--- src/rtl/sparc_exu_rrreq_que.sv ---
// Per-thread request queues feeding the EXU 4-way round-robin arbiter.
// Holds DEPTH entries per thread, pops the single granted head on advance.
module sparc_exu_rrreq_que #(
  parameter int DW    = 8,
  parameter int DEPTH = 2
) (
  input  logic          clk,
  input  logic          reset,
  input  logic          se,
  input  logic          enq_vld,
  input  logic [1:0]    enq_tid,
  input  logic [DW-1:0] enq_data,
  output logic [3:0]    enq_rdy,
  output logic [3:0]    req_vec,
  input  logic [3:0]    grant_vec,
  input  logic          advance,
  output logic          deq_vld,
  output logic [1:0]    deq_tid,
  output logic [DW-1:0] deq_data,
  output logic          err_ovf,
  output logic          err_gnt
);

  localparam int PW = $clog2(DEPTH);
  localparam int CW = $clog2(DEPTH + 1);

  logic [3:0][DW-1:0] head_data;
  logic [3:0]         eg;
  logic               eg_one_hot;
  logic               eg_multi;
  logic               pop;
  logic               bad_advance;
  logic               unused_se;

  assign unused_se = se;

  // Masking by req_vec removes the arbiter's idle park on thread 0.
  assign eg         = grant_vec & req_vec;
  assign eg_one_hot = (eg != 4'b0000) && ((eg & (eg - 4'd1)) == 4'b0000);
  assign eg_multi   = (eg != 4'b0000) && !eg_one_hot;
  assign deq_vld    = eg_one_hot;
  assign pop        = advance && deq_vld;

  always_comb begin
    deq_tid = 2'd0;
    for (int t = 0; t < 4; t++) begin
      if (eg_one_hot && eg[t]) deq_tid = 2'(t);
    end
  end

  assign deq_data = deq_vld ? head_data[deq_tid] : '0;

  // Advancing with a grant on an idle thread other than 0 is a protocol error.
  assign bad_advance = advance && !deq_vld && ((grant_vec & ~req_vec & 4'b1110) != 4'b0000);

  genvar gi;
  generate
    for (gi = 0; gi < 4; gi++) begin : g_thr
      logic [CW-1:0] count_reg;
      logic [PW-1:0] rd_ptr_reg;
      logic [PW-1:0] wr_ptr_reg;
      logic [DW-1:0] mem [DEPTH];
      logic          enq_hit;
      logic          pop_hit;

      assign enq_rdy[gi]   = (count_reg < CW'(DEPTH));
      assign req_vec[gi]   = (count_reg != '0);
      assign enq_hit       = enq_vld && (enq_tid == 2'(gi)) && enq_rdy[gi];
      assign pop_hit       = pop && (deq_tid == 2'(gi));
      assign head_data[gi] = mem[rd_ptr_reg];

      always_ff @(posedge clk or posedge reset) begin
        if (reset) begin
          count_reg  <= '0;
          rd_ptr_reg <= '0;
          wr_ptr_reg <= '0;
        end else begin
          if (enq_hit) wr_ptr_reg <= wr_ptr_reg + PW'(1);
          if (pop_hit) rd_ptr_reg <= rd_ptr_reg + PW'(1);
          case ({enq_hit, pop_hit})
            2'b10:   count_reg <= count_reg + CW'(1);
            2'b01:   count_reg <= count_reg - CW'(1);
            default: count_reg <= count_reg;
          endcase
        end
      end

      // Payload storage is deliberately left out of reset.
      always_ff @(posedge clk) begin
        if (enq_hit) mem[wr_ptr_reg] <= enq_data;
      end
    end
  endgenerate

  always_ff @(posedge clk or posedge reset) begin
    if (reset) begin
      err_ovf <= 1'b0;
      err_gnt <= 1'b0;
    end else begin
      if (enq_vld && !enq_rdy[enq_tid]) err_ovf <= 1'b1;
      if (eg_multi || bad_advance)      err_gnt <= 1'b1;
    end
  end

endmodule

--- config.mk ---
export PLATFORM = sky130hd
export DESIGN_NAME = sparc_exu_rrreq_que
export DESIGN_NICKNAME = d
export VERILOG_FILES = /design/src/rtl/sparc_exu_rrreq_que.sv
export SDC_FILE = /design/constraint.sdc
export NUM_CORES = 1
export LEC_CHECK = 0
export CAP_MARGIN = 20
export CORE_ASPECT_RATIO = 1.75
export CORE_MARGIN = 2
export CORE_UTILIZATION = 55
export CTS_CLUSTER_SIZE = 30
export DETAILED_ROUTE_END_ITERATION = 7
export DONT_BUFFER_PORTS = 1
export HOLD_SLACK_MARGIN = 0.05
export PLACE_DENSITY = 0.8
export SLEW_MARGIN = 20
export SYNTH_ARGS = -nofsm -noshare
export SYNTH_HDL_FRONTEND = slang
export SYNTH_SLANG_ARGS = --single-unit
--- constraint.sdc ---
create_clock -name clk -period 2.2 [get_ports clk]
set_input_delay 0.33 -clock clk [delete_from_list [all_inputs] [get_ports clk]]
set_output_delay 0.33 -clock clk [all_outputs]
set_load 0.03 [all_outputs]
==> impl_results.md, run 1 <==
* Synth top area share at between 50% and 60%
* # rows at 38
* Final Non-Filler Cells at 387
* Status: complete, but fails checks
* Yosys cell types at 35
* Final setup vio count at 10
* Peak Freq at between 300 and 400 MHz
* Sum Neg Setup Slack at -2.658 ns
* CP Launch Type: flip-flop
* Average vias per placed instance at roughly 5.9
* Family with the most delay on the worst path: compound AO/OA/AOI/OAI gates
* Post-Synthesis Cells at around 240
* HP Class: input pin to flip-flop
* Vias in the first global route at roughly 2400
* Mapped Avg Cell Area at between 10 and 15 sq um
* Post-Place Worst Slack at -0.05084 ns
* Hpwl dp at ~5400 um
* Layout cells sized above 1 at between 30% and 40%
* WP depth at 6
* Post-route ant nets at 0
* Critical path arrival at ~2.2 ns
* Antenna violations before repair at 0
* Clk_lat worst skew at 0.35 ns
* Clock Path Buffers at 2
* Worst path cell trace: o21ai_4, a21oi_1, a211o_4, a222oi_1, nor2_1, buf_4
* Area Growth Syn to Fin at 24.66%
* Area leader, netlist: edfxtp_1
* Static leakage at roughly 1.6 nW
* Worst slew pin tran at roughly 0.74 ns
* CTS tree: yes
* Clock Skew at 0.003750 ns
* Area of the multi-input gates at 1165 sq um
* Layout net count at between 300 and 400
* Fill count at about 420
* Hold WS at slightly below 0.07 ns
* Final hold violations at 0
* CP max stage delay at approximately 0.43 ns
* PD cells at 1252 nW/um^2
* I/O Buffers at 0
* Initial Util at 56.80%
* Diodes inserted at 0
* Post-synthesis sequential area ratio at between 60% and 70%
* Hold Path Depth at 0
* Die W at between 60 and 70 um
* H-tree levels at 3
* Vias at ~2300
* Predominant post-synthesis flop cell: edfxtp_1
* Global-route wire length before repair at approximately 12000 um
* Number of max-cap violations at 0
* Register Area at around 2400 sq um
* Largest net degree at the start of global routing at 19
* Failing checks: negative setup slack
* Finished Core Util at roughly 71%
* Crit-path slowest cell: a222oi_1
* Period minus WS final at 2.545 ns
* Peak supply drop at between 800 and 900 uV
* HP Start: enq_data[7]
* GP Congestion at 0.8910
* Top area cells in the synthesized netlist: edfxtp_1 (55%), dfrtp_1 (13%), mux2_2 (5.1%)
* Initial DRC count at 168
* GRT Overall Usage at approximately a quarter
* Worst r2r src: g_thr[0].count_reg[1]
* Post-synth EDFFs at between 60 and 70
* Die area at ~7000 sq um
* Net count after synthesis at ~260
* Required @ worst endpoint at around 1.9 ns
* Fin crit share at 115.7%
* Root buf cell: clkbuf_8
* GRT overflow at 0
* RSZ-0062 raised after global routing: true
* Worst R2R Path Depth at 8
* Slew Viols, Final at 0
* Yosys warnings at 0
* Die extent in y at around 110 um
* Ys async rst share at a little over a fifth
* Synthesized area at between 3000 and 4000 sq um
* Crit Path Category: flip-flop to output pin
* Slew HR at between 50% and 60%
* CP Buf/Inv Count at 1
* Critical Path Fanout Max at 4
* #FFs+latches synth at about 80
* Critical Path Start: g_thr[3].count_reg[1]
* Most frequent cell after synthesis: edfxtp_1
* DRC Markers at 0
* Drt total wl at 7964 um
* CP endpoint kind: output pin
* Core ar. at 6181 sq um
* Drt pass-1 iters at 5
* Top Ports at 40
* Placed insts at approximately 360
* WL per Instance at around 21 um
* Register clock-pin slew on the reported worst setup and hold paths at 0.07 ns
* Largest register FFs at 64
* Final worst setup slack at -0.3445 ns
* TritonCTS sink count at ~80
* CTS Buf Count at 9
* Synth top cells by count: edfxtp_1 (64), nor2_1 (22), dfrtp_1 (18)
==> worst register-to-register path: cells and delay by family (launching register included) <==
kind,cells,cell delay [ns]
simple gates,3,0.60
compound gates,1,0.19
buf+inv,2,0.33
xor+xnor,1,0.13
fa+ha+maj,1,0.33
flops,1,0.38
==> where the power goes <==
part           total, mW  leakage, nW  switching [mW]  internal (mW)
clock network      0.999       0.0894           0.483          0.516
registers           2.14        0.783           0.262           1.88
logic               2.34        0.776            1.22           1.12
total               5.48         1.65            1.96           3.52
==> placed cells by master (no fill, tap or decap), types with 2 or more instances in the layout <==
| master | synthesis | final |
|---|---|---|
| clkbuf_8 | 0 | 9 |
| a21o_1 | 2 | 2 |
| dfrtp_1 | 18 | 18 |
| buf_6 | 0 | 11 |
| nand3_1 | 2 | 2 |
| o21ai_4 | 2 | 2 |
| clkbuf_1 | 3 | 3 |
| nor3_1 | 2 | 2 |
| nand2_1 | 6 | 4 |
| and2_1 | 3 | 2 |
| ha_1 | 4 | 4 |
| mux2i_1 | 16 | 16 |
| buf_4 | 0 | 44 |
| dlygate4sd3_1 | 0 | 7 |
| edfxtp_1 | 64 | 64 |
| nor2_2 | 0 | 5 |
| clkinv_1 | 0 | 2 |
| mux2_2 | 16 | 16 |
| nor2_1 | 22 | 17 |
| a222oi_1 | 8 | 8 |
| a21oi_1 | 4 | 3 |
| or2_2 | 4 | 3 |
| o21ai_0 | 3 | 3 |
| xor2_1 | 4 | 4 |
| o22ai_1 | 8 | 6 |
| inv_1 | 10 | 9 |
| o21a_1 | 2 | 2 |
| xnor2_1 | 17 | 16 |
| o22ai_2 | 0 | 2 |
==> timing repair <==
item | CTS | global route
resized for setup | 23 | 7
hold buffers | 1 | 6
endpoints found under the hold margin | 18 | 17
gates cloned | 1 | 0
setup buffers | 5 | 2
setup endpoints to repair | 9 | 11
pin swaps | 10 | 3
==> worst paths after layout <==
check | slack [ns] | to
worst max-delay path | -0.34 | deq_data[5]
worst min-delay path | 0.07 | g_thr[0].mem[1][7]
worst max register to register | 0.18 | g_thr[3].count_reg[1]
worst min register to register | 0.50 | g_thr[3].wr_ptr_reg
max in group asynchronous | 1.20 | g_thr[0].wr_ptr_reg
min in group asynchronous | 0.54 | g_thr[1].count_reg[0]
==> stage by stage <==
step / total power [mW] / area (sq um)
2_1_floorplan: 3.438 / 3523
3_3_place_gp: 4.166 / 3964
3_5_place_dp: 4.228 / 3964
4_1_cts: 5.443 / 4277
5_1_grt: 5.743 / 4377
6_report: 5.480 / 4377
==> logic make-up (layout without fill, tap and decap cells) <==
family                     count (synthesis)  after routing  synth area share [%]
buffers and inverters                     17             88                 1.853
DFF                                       82             82                 67.57
xor gates and xnor gates                  21             21                 5.239
adders and majority gates                  4              4                 1.426
and+or+nand+nor                           45             45                 6.095
AOI/OAI and AO/OA                         34             34                 7.484
muxes                                     33             33                 10.33
==> area by class of cell <==
cell class / count / share of cell area (%)
clock inverter: 4 / 0.9720
sequential: 82 / 54.20
multi-input combinational: 137 / 26.62
timing repair buffer: 62 / 11.98
inverter: 10 / 0.8576
clock buffer: 12 / 3.087
tap: 80 / 2.287
==> routing by layer <==
layer | vias to the layer above | track usage (%) | wire length, um
met5 | - | 0 | 0
met4 | 0 | 12.46 | 175
met3 | 17 | 5.527 | 514
met2 | 99 | 47.02 | 4644
met1 | 1132 | 24.82 | 2630
li1 | 1019 | - | -
Power figures use the tool's default switching activity.
==> inputs of run 2 (changes only) <==
--- a/config.mk
+++ b/config.mk
@@ -7,3 +7,3 @@
 export LEC_CHECK = 0
-export CAP_MARGIN = 20
+export CAP_MARGIN = 25
 export CORE_ASPECT_RATIO = 1.75
@@ -16,2 +16,3 @@
 export PLACE_DENSITY = 0.8
+export SKIP_CTS_REPAIR_TIMING = 1
 export SLEW_MARGIN = 20
==> constraint.sdc (replaced) <==
create_clock -name clk -period 2.2 [get_ports clk]
set_input_delay 0.22 -clock clk [delete_from_list [all_inputs] [get_ports clk]]
set_output_delay 0.22 -clock clk [all_outputs]
set_load 0.03 [all_outputs]
==> impl_results.md, run 2 (synthesis gave the netlist of run 1 again) <==
* Status: complete, but fails checks
* Failing checks: negative setup slack
* Area Growth Syn to Fin at 26.37%
* R2R setup slack at roughly 0.14 ns
* Core ar. at between 6000 and 7000 sq um
* Critical path arrival at about 2.2 ns
* Total Power at approximately 5.7 mW
* CP max stage delay at around 0.39 ns
* Initial Util at between 50% and 60%
* Required @ worst endpoint at just under 2 ns
* Commonest non-fill, non-tap cells in the layout: edfxtp_1 (64), buf_4 (50), nor2_1 (20)
* GRT Overall Usage at roughly a quarter
* Hold WS at 0.09382 ns
* Clk_lat worst skew at between 0.3 and 0.4 ns
* Final worst setup slack at -0.2548 ns
* Slew Viols, Final at 0
* Crit-path slowest cell: dfrtp_1
* CP Buf/Inv Count at 2
* Layout net count at 328
* Finished Cell Area at 4437 sq um
* Worst slew pin tran at around 0.72 ns
* Hold worst-path end: g_thr[1].rd_ptr_reg
* I/O Buffers at 0
* Slew HR at 51.80%
* Drt total wl at about 8000 um
* CTS Buf Count at 9
* Die W at between 60 and 70 um
* Fill count at a little under 400
* H-tree levels at 3
* Clock Path Buffers at 2
* Worst path cell trace: or2_4, and2_4, a211o_4, buf_4, a222oi_1, nor2_1, buf_4
* Period minus WS final at 2.455 ns
* Vias in the first global route at between 2000 and 2500
* Clock Skew at 0.004082 ns
* Hpwl dp at 5524 um
* Crit-path most repeated cell: buf_4
* Final setup vio count at 9
* Average vias per placed instance at 5.854
* Top Ports at 40
* Initial DRC count at 151
* Die area at between 7000 and 8000 sq um
* GP Congestion at 0.8552
* Critical Path Fanout Max at 5
* Die extent in y at between 100 and 150 um
* Worst R2R Path Depth at 9
* Register clock-pin slew on the reported worst setup and hold paths at 0.08 ns
* DRC Markers at 0
* Vias at 2283
* Final hold violations at 0
* Most common cell after layout, fill and taps aside: edfxtp_1
* Number of max-cap violations at 0
* Post-route ant nets at 0
* Crit Path Category: flip-flop to output pin
* Worst r2r src: g_thr[2].count_reg[0]
* WL per Instance at around 21 um
* Area post-placement at 3944 sq um
* GRT overflow at 0
* CP endpoint kind: output pin
* Peak supply drop at 1055 uV
* TritonCTS sink count at 82
* Static leakage at about 1.7 nW
* Largest register FFs at 64
* FF-to-FF End: g_thr[1].count_reg[1]
* Antenna violations before repair at 0
* RSZ-0062 raised after global routing: true
* HP Class: input pin to flip-flop
* CP Launch Type: flip-flop
* CTS tree: yes
* Root buf cell: clkbuf_8
* Drt pass-1 iters at 5
* Layout cells sized above 1 at a little over a third
* Peak Freq at 407.4 MHz
* PD cells at between 1000 and 1500 nW/um^2
* # rows at 38
* Sum Neg Setup Slack at -1.535 ns
* Largest net degree at the start of global routing at 19
* Fin crit share at 111.6%
* Hold Path Depth at 2
* Diodes inserted at 0
* Global-route wire length before repair at approximately 12000 um
* Family with the most delay on the worst path: compound AO/OA/AOI/OAI gates
* HP Start: advance
## run 2: changes by cell type in the layout (fill, tap and decap cells not counted), moves of 3 or more
cell,previous run,this run
buf_4,44,50
buf_6,11,5
clkbuf_16,0,3
dlygate4sd3_1,7,10
nor2_1,17,20
nor2_2,5,2
## run 2: cell type report
type | count | area, sq um | area share (%)
clock buffers | 15 | 230.2 | 5.189
clock inverters | 1 | 7.507 | 0.1692
inverters | 10 | 37.54 | 0.8460
multi-input cells | 137 | 1155 | 26.03
flip-flops and latches | 82 | 2375 | 53.53
well taps | 80 | 100.1 | 2.256
repair buffers | 65 | 531.8 | 11.99
## run 2: how the worst max path moves through the flow
| stage | cells past startpoint | startpoint | slack (ns) | to |
|---|---|---|---|---|
| final | 7 | g_thr[0].count_reg[0] | -0.25 | deq_data[6] |
| after floorplan | 5 | g_thr[0].count_reg[1] | 0.08 | deq_data[0] |
| after detailed placement | 7 | g_thr[0].count_reg[1] | 0.01 | deq_data[5] |
| after global placement | 7 | g_thr[0].count_reg[1] | 0.06 | deq_data[6] |
| after global routing | 7 | g_thr[0].count_reg[0] | -0.34 | deq_data[4] |
| after CTS | 7 | g_thr[0].count_reg[1] | -0.38 | deq_data[5] |
## run 2: per-stage QoR
stage | cells | setup WS (ns) | utilization [%]
after detailed placement | 357 | 0.01157 | 63.81
after CTS | 373 | -0.3793 | 67.65
final | 390 | -0.2548 | 71.78
after floorplan | 236 | 0.08034 | -
after global placement | 357 | 0.05969 | 63.81
after global routing | 390 | -0.3430 | 71.78
## run 2: power breakdown
group | total, mW | switching [mW] | internal, mW
logic | 2.32 | 1.23 | 1.09
registers | 2.15 | 0.269 | 1.88
clock network | 1.18 | 0.502 | 0.679
total | 5.66 | 2.00 | 3.66
## run 2: routing by layer
metal	wire [um]	up-vias	GRT usage, %	share of wire (%)
met1	2878	1127	25.21	35
met2	4502	108	43.38	55
met3	503	24	6.858	6.1
met4	300	0	10.33	3.7
li1	-	1024	-	-
met5	0	-	0	0
